File: src/rtl/seq_run_ctrl.sv
// seq_run_ctrl: run controller for the special-sequence counter.
// Accepts a run request and optionally clears the counter for one cycle.
// It then issues Steps enable pulses, one every STEP_DIV cycles, and
// signals completion with a one-cycle Done pulse. Abort and Reset end a
// run early without Done.
// Optional build macro SEQ_CHECK_EN adds a sequence checker. The checker
// compares the counter's Q against the legal order
// 000->001->011->101->111->010->000 and sets a sticky Error on any
// violation. Without the macro, Error is tied low.
module seq_run_ctrl #(
    parameter int STEP_DIV = 1
) (
    input  logic       CLK,
    input  logic       Reset,
    input  logic       Start,
    input  logic       Abort,
    input  logic [7:0] Steps,
    input  logic       Clear_First,
    input  logic [2:0] Q,
    output logic       Ctr_Reset,
    output logic       Ctr_Enable,
    output logic       Busy,
    output logic       Done,
    output logic [7:0] Remaining,
    output logic       Error
);

    typedef enum logic [1:0] {IDLE, CLEAR, RUN, DONE} state_t;

    localparam logic [3:0] PACE_RELOAD = 4'(STEP_DIV - 1);

    state_t     state, state_nxt;
    logic [3:0] pace, pace_nxt;
    logic [7:0] rem_nxt;
    logic       accept;

    // State, pace counter and remaining-advance count registers
    always_ff @(posedge CLK) begin
        if (Reset) begin
            state     <= IDLE;
            pace      <= 4'd0;
            Remaining <= 8'd0;
        end else begin
            state     <= state_nxt;
            pace      <= pace_nxt;
            Remaining <= rem_nxt;
        end
    end

    // Next-state and output decode; Abort suppresses counter strobes in the same cycle
    always_comb begin
        state_nxt  = state;
        pace_nxt   = pace;
        rem_nxt    = Remaining;
        Ctr_Reset  = 1'b0;
        Ctr_Enable = 1'b0;
        Busy       = 1'b0;
        Done       = 1'b0;
        accept     = 1'b0;
        case (state)
            IDLE: begin
                if (Start) begin
                    accept   = 1'b1;
                    rem_nxt  = Steps;
                    pace_nxt = PACE_RELOAD;
                    if (Steps == 8'd0)
                        state_nxt = DONE;
                    else if (Clear_First)
                        state_nxt = CLEAR;
                    else
                        state_nxt = RUN;
                end
            end
            CLEAR: begin
                Busy = 1'b1;
                if (Abort) begin
                    state_nxt = IDLE;
                    rem_nxt   = 8'd0;
                end else begin
                    Ctr_Reset = 1'b1;
                    state_nxt = RUN;
                end
            end
            RUN: begin
                Busy = 1'b1;
                if (Abort) begin
                    state_nxt = IDLE;
                    rem_nxt   = 8'd0;
                end else if (pace == 4'd0) begin
                    Ctr_Enable = 1'b1;
                    pace_nxt   = PACE_RELOAD;
                    rem_nxt    = Remaining - 8'd1;
                    if (Remaining == 8'd1)
                        state_nxt = DONE;
                end else begin
                    pace_nxt = pace - 4'd1;
                end
            end
            DONE: begin
                Done      = 1'b1;
                state_nxt = IDLE;
            end
            default: state_nxt = IDLE;
        endcase
    end

`ifdef SEQ_CHECK_EN
    logic       chk_vld;
    logic [2:0] chk_q;
    logic       seq_bad;

    function automatic logic [2:0] seq_succ(input logic [2:0] cur);
        case (cur)
            3'b000:  seq_succ = 3'b001;
            3'b001:  seq_succ = 3'b011;
            3'b011:  seq_succ = 3'b101;
            3'b101:  seq_succ = 3'b111;
            3'b111:  seq_succ = 3'b010;
            default: seq_succ = 3'b000;
        endcase
    endfunction

    // Violation: wrong value after a strobe, or an unused code while busy
    always_comb begin
        seq_bad = 1'b0;
        if (chk_vld && (Q != chk_q))
            seq_bad = 1'b1;
        if (Busy && ((Q == 3'b100) || (Q == 3'b110)))
            seq_bad = 1'b1;
    end

    // Capture the value expected after each strobe; keep Error sticky until a new run
    always_ff @(posedge CLK) begin
        if (Reset) begin
            chk_vld <= 1'b0;
            chk_q   <= 3'b000;
            Error   <= 1'b0;
        end else begin
            chk_vld <= Ctr_Enable | Ctr_Reset;
            chk_q   <= Ctr_Enable ? seq_succ(Q) : 3'b000;
            if (accept)
                Error <= 1'b0;
            else if (seq_bad)
                Error <= 1'b1;
        end
    end
`else
    logic unused_chk;
    assign unused_chk = ^{Q, accept};
    assign Error      = 1'b0;
`endif

endmodule

File: config.mk
export PLATFORM = sky130hd
export DESIGN_NAME = seq_run_ctrl
export DESIGN_NICKNAME = d
export VERILOG_FILES = /design/src/rtl/seq_run_ctrl.sv
export SDC_FILE = /design/constraint.sdc
export NUM_CORES = 1
export LEC_CHECK = 0
export CAP_MARGIN = 15
export CORE_MARGIN = 2
export CORE_UTILIZATION = 43
export CTS_CLUSTER_SIZE = 16
export DETAILED_ROUTE_END_ITERATION = 16
export DONT_BUFFER_PORTS = 1
export PLACE_DENSITY = 0.67
export RECOVER_POWER = 100
export SYNTH_ARGS = -nofsm -noshare
export SYNTH_HDL_FRONTEND = slang
export SYNTH_SLANG_ARGS = --single-unit
File: constraint.sdc
create_clock -name CLK -period 3 [get_ports CLK]
set_input_delay 0.6 -clock CLK [delete_from_list [all_inputs] [get_ports CLK]]
set_output_delay 0.6 -clock CLK [all_outputs]
set_load 0.02 [all_outputs]
==> results of run 1 <==
where the power goes:
group / switching [mW] / total, mW / internal [mW]
sequential: 0.148 / 0.392 / 0.244
clock: 0.0655 / 0.139 / 0.0738
combinational: 0.335 / 0.562 / 0.227
routing by layer:
metal  up-vias  global-route usage [%]
li1        469                       -
met1       447                    25.3
met2        25                    34.8
met3         5                    5.08
met4         0                    6.41
met5         -                       0
synthesized netlist by cell type (3+ instances only):
| cell | number | share of area [%] |
|---|---|---|
| sky130_fd_sc_hd__o21ai_0 | 13 | 6.2 |
| sky130_fd_sc_hd__or3_1 | 3 | 1.8 |
| sky130_fd_sc_hd__nor4_1 | 3 | 1.8 |
| sky130_fd_sc_hd__nor3b_1 | 5 | 3.6 |
| sky130_fd_sc_hd__nor3_1 | 4 | 1.9 |
| sky130_fd_sc_hd__dfxtp_1 | 14 | 27 |
| sky130_fd_sc_hd__ha_1 | 10 | 12 |
| sky130_fd_sc_hd__clkbuf_1 | 3 | 1.1 |
| sky130_fd_sc_hd__a21oi_1 | 12 | 5.7 |
| sky130_fd_sc_hd__inv_1 | 7 | 2.5 |
| sky130_fd_sc_hd__a211oi_1 | 4 | 2.9 |
| sky130_fd_sc_hd__or4_1 | 3 | 2.2 |
| sky130_fd_sc_hd__nand2b_1 | 3 | 1.8 |
| sky130_fd_sc_hd__nor2b_1 | 8 | 4.8 |
| sky130_fd_sc_hd__nor2_1 | 11 | 3.9 |
area by class of cell:
class                      instances  area, sq um
clock buffer                       4         36.3
fill                             242         1160
inverter                           7         26.3
sequential                        14          280
tap                               28         35.0
multi-input combinational        102          719
worst paths after layout:
| path | from | to | cells after the start |
|---|---|---|---|
| setup / recovery | state[0] | Ctr_Enable | 4 |
| hold / removal | Reset | state[0] | 1 |
| setup reg to reg | state[0] | Remaining[2] | 6 |
| hold reg to reg | pace[3] | pace[3] | 2 |
kinds of logic after synthesis:
logic type / count (synthesis) / share of synthesized area [%]
AOI/OAI and AO/OA: 40 / 26.0
adders and majority gates: 10 / 12.0
buffers and inverters: 11 / 4.31
DFF: 14 / 26.8
muxes: 2 / 1.91
other: 1 / 0.359
and+or+nand+nor: 49 / 28.7
registers in the layout (all words and copies together) (netlist names):
name,flops
pace,4
state,2
Remaining,8
==> impl_metrics.ini, run 1 <==
[run_status]
run_status = complete, no violations

[power_and_ir_drop]
max-vdd-ir-drop_mv = 0.531
total_power_mw = 1.09
power.leakage_nw = 0.391
power_per_cell_area_nw_per_um2 = 996

[detailed_routing]
detail_routed_net_length_per_standard_cell_um = 16.5
met1_routed_wirelength_after_detailed_routing_um = 1140
routed-via-count = 946
met3WireLength_um = 121
final_antenna_net_count = 0
drt-vias-per-instance = 6.10
topRoutingLayerUsed = met4
wl_um = 2560
met2_wl_um = 1270
drc = 0
drt-initial-drc-count = 11
first_pass_iters = 4

[global_route]
grt_pass1_vias = 925
grt_overflow_total = 0
number_of_antenna_violations_at_the_first_check_in_global_routing = 0
wire_length_of_the_first_global_routing_pass_um = 4240
grt_util_all_layers_pct = 20.6
grt_start_max_net_pins = 16

[synth]
synthFlopType = sky130_fd_sc_hd__dfxtp_1
postSynthCellCount = 127
syn_avg_cell_area_sq_um = 8.24
synth.yosys.seq_area_share_pct = 26.8
net_count_synth = 153
syn_area_sq_um = 1050
synthArstFlopShare_pct = 0
synth_edf_count = 0
synth.lib_cells_used.distinct = 37
synthesis.yosys.warnings = 0
synth-seq-cells = 14

[place]
place.gp.congestion = 0.714
place_area_sq_um = 1060
port_buffers = 0
placement_setup_slack_ns = 0.829
place.detailed.hpwl_um = 1970
placed_cells_incl_taps = 151

[die]
die_h_um = 53.3
placeableCoreArea_sq_um = 2250
dieArea_sq_um = 2840
start_util_pct = 46.4
chipWidth_um = 53.3
floorplan.rows = 17
number_of_placed_i_o_pins = 29

[setup_path]
worst_path_max_delay_cell = sky130_fd_sc_hd__nor2_1
crit_buf_inv = 1
longest_individual_stage_delay_on_the_worst_path_ns = 0.39
r2r_slack_ns = 0.80
critPathTopFamily = simple AND/OR/NAND/NOR gates
critical_path.endpoint_type = output pin
worst-endpoint-required_ns = 2.40
critPathLaunchType = flop
worst-setup-path-type = reg2out
cp.arrival_ns = 1.66
cell_breakdown_of_the_critical_path = inv_1 > ha_1 > nand2b_1 > nor2_1
worstPathMaxFanout = 8

[clock_network]
holdBufCountCts = 0
clk_pin_slew_ns = 0.09
ctsRootBufferMaster = sky130_fd_sc_hd__clkbuf_4
cts_max_path_buffers = 2
cts_tree = done
total_cts_buffers = 3
cts.sinks = 14
postCtsSetupRepairBufs = 0
cts_repair_resize_count = 0
h-tree-depth = 1
clock_insertion_delay_worst_skew_ns = 0.28

[hold_path]
holdCritPathClass = in2reg

[finish]
antenna_cells = 0
final_cell_mix = 14 x sky130_fd_sc_hd__dfxtp_1, 13 x sky130_fd_sc_hd__o21ai_0, 12 x sky130_fd_sc_hd__a21oi_1
layout_commonest_cell = sky130_fd_sc_hd__dfxtp_1
net_total_in_the_final_layout = 154
postLayoutCellArea_sq_um = 1100
areaGrowthSynthToFinish_pct = 4.90
fin_cells = 155
postLayoutCoreUtil_pct = 48.7
post_route_cells_drive_above_1_share_pct = 7.87

[sta]
final_min_period_over_clock_period_pct = 75.3
slew_violations = 0
worst-slew-pin-transition_ns = 0.717
fin_tns_setup_ns = 0
layout_min_cycle_time_ns = 2.26
timing.slew.headroom_pct = 52.1
fin_worst_skew_ns = 0.00430
finalSetupViolations = 0
achievable-frequency_mhz = 443
setup_ws_ns = 0.742
final-hold-violation-count = 0
fin_worst_hold_slack_ns = 0.372
rsz0062_at_grt = false

[job]
max-cap-violations = 0
Power figures use the tool's default switching activity.
==> run 2: changes to the inputs <==
PLACE_DENSITY = 0.69   (was 0.67)
clock period = 1.9 ns   (was 3 ns; I/O delays follow)
==> run 2 against run 1 <==
Via count rose by 9.2%. Cell count rose by 12%. Utilization rose by 7.3 points. Combinational power rose by 120%. Wire length rose by 0.74%. Die area did not move. Flip-flop and latch count did not move. Clock skew rose by 0.0078 ns. Count of clock-buffer cells in the layout did not move. Critical endpoint is now Remaining[0]. Highest routed layer unchanged.
==> impl_metrics.ini, run 2 (synthesis results as in run 1) <==
[setup_path]
most_used_cell_along_the_critical_path = sky130_fd_sc_hd__a211oi_1
worstRegToRegCells = 6
worst-endpoint-required_ns = 2.09
critical_path.endpoint_type = flop
crit_buf_inv = 1
worst-setup-path-type = reg2reg
critPathLaunchType = flop
cp.arrival_ns = 2.03
critical_path_depth = 6
worstPathMaxFanout = 6
worst_path_max_delay_cell = sky130_fd_sc_hd__a2111o_1
longest_individual_stage_delay_on_the_worst_path_ns = 0.50
cell_breakdown_of_the_critical_path = inv_2 > ha_4 > or3b_4 > a2111o_1 > a211oi_1 > a211oi_1
critPathTopFamily = compound AO/OA/AOI/OAI gates

[hold_path]
holdCritPathClass = in2reg
whs_path_cells = 1

[die]
floorplan.rows = 17
die_h_um = 53.3
chipWidth_um = 53.3
number_of_placed_i_o_pins = 29
placeableCoreArea_sq_um = 2250
dieArea_sq_um = 2840
start_util_pct = 46.4

[place]
place.gp.congestion = 0.848
place.detailed.hpwl_um = 2020
place_area_sq_um = 1190
port_buffers = 0

[global_route]
grt_pass1_vias = 992
grt_util_all_layers_pct = 21.0
grt_start_max_net_pins = 16
grt_overflow_total = 0
number_of_antenna_violations_at_the_first_check_in_global_routing = 0
wire_length_of_the_first_global_routing_pass_um = 4320

[power_and_ir_drop]
power.leakage_nw = 0.472
netSwitchingPower_mw = 0.932
max-vdd-ir-drop_mv = 0.959
power_per_cell_area_nw_per_um2 = 1540
sw_frac_of_total_pct = 47.8
pwr-share-comb_pct = 64.6
clock_power_share_pct = 11.8
pwr-share-seq_pct = 23.7
power_report.internal_total_mw = 1.02

[finish]
register_ranked_first_by_flip_flop_count = Remaining
post_route_cells_drive_above_1_share_pct = 23.3
layout_top_registers = Remaining x8, pace x4, state x2
areaGrowthSynthToFinish_pct = 20.7
antenna_cells = 0
final_cell_mix = 12 x sky130_fd_sc_hd__a21oi_1, 11 x sky130_fd_sc_hd__dfxtp_1, 10 x sky130_fd_sc_hd__o21ai_0, 10 x sky130_fd_sc_hd__nor2_1, 10 x sky130_fd_sc_hd__buf_4
largest_register_ff_count = 8
net_total_in_the_final_layout = 173
layout_commonest_cell = sky130_fd_sc_hd__a21oi_1
filler_cell_count = 223
postLayoutCellArea_sq_um = 1260

[sta]
finalSetupViolations = 0
layout_min_cycle_time_ns = 1.83
final_min_period_over_clock_period_pct = 96.5
achievable-frequency_mhz = 545
final-hold-violation-count = 0
timing.slew.headroom_pct = 57.7
worst-slew-pin-transition_ns = 0.633
slew_violations = 0
fin_tns_setup_ns = 0
fin_worst_skew_ns = 0.0121
rsz0062_at_grt = true

[clock_network]
cts_max_path_buffers = 2
clk_pin_slew_ns = 0.10
clock_insertion_delay_worst_skew_ns = 0.30
cts_tree = done
cts.sinks = 14
h-tree-depth = 1
ctsRootBufferMaster = sky130_fd_sc_hd__clkbuf_4
holdBufCountCts = 0
total_cts_buffers = 3

[detailed_routing]
routed-via-count = 1033
wl_um = 2580
first_pass_iters = 4
drt-initial-drc-count = 17
final_antenna_net_count = 0
drc = 0
detail_routed_net_length_per_standard_cell_um = 14.8
drt-vias-per-instance = 5.94

[job]
max-cap-violations = 0

[run_status]
run_status = complete, no violations
-- run 2: repair_timing --
action | CTS | global route
gates resized for setup | 6 | 13
setup endpoints to repair | 2 | 11
setup buffers | 2 | 0
pin swaps | 1 | 7
-- run 2: stage by stage --
stage / total power, mW / util [%] / hold slack (ns) / instances / worst slack (ns)
after detailed placement: 1.72 / 52.8 / 0.451 / 168 / 0.0246
final: 1.95 / 56.0 / 0.125 / 174 / 0.0662
after CTS: 1.97 / 55.8 / 0.121 / 174 / 0.00193
after global placement: 1.70 / 52.8 / 0.452 / 168 / 0.0641
after floorplan: 1.31 / - / 0.448 / 127 / 0.0215
after global routing: 2.11 / 56.0 / 0.117 / 174 / -0.00913
-- run 2: path summary, 6_finish.rpt --
path	endpoint	slack [ns]	startpoint
worst max-delay path	Remaining[0]	0.07	pace[0]
worst min register to register	pace[3]	0.53	pace[3]
worst min-delay path	state[1]	0.12	Reset
worst max register to register	Remaining[0]	0.07	pace[0]
-- run 2: layout make-up --
| class | count | area, sq um | share of cell area, % |
|---|---|---|---|
| Timing Repair Buffer | 19 | 118 | 9.32 |
| Multi-Input combinational cell | 102 | 763 | 60.5 |
| Tap cell | 28 | 35.0 | 2.78 |
| Clock buffer | 4 | 36.3 | 2.87 |
| Inverter | 7 | 26.3 | 2.08 |
| Sequential cell | 14 | 284 | 22.5 |
-- run 2: per-layer routing --
| metal | global-route usage, % | up-vias | share of wire (%) |
|---|---|---|---|
| li1 | - | 510 | - |
| met1 | 25.4 | 477 | 44 |
| met2 | 35.2 | 42 | 46 |
| met3 | 3.95 | 4 | 7.5 |
| met4 | 10.3 | 0 | 1.9 |
| met5 | 0 | - | 0 |
-- run 2: power groups by stage --
stage	registers (mW)	clock network, mW	logic, mW
finish	0.461	0.229	1.26
floorplan	0.582	0	0.729
detailed placement	0.469	0	1.26
CTS	0.461	0.234	1.27
global placement	0.464	0	1.23
global route	0.477	0.248	1.38
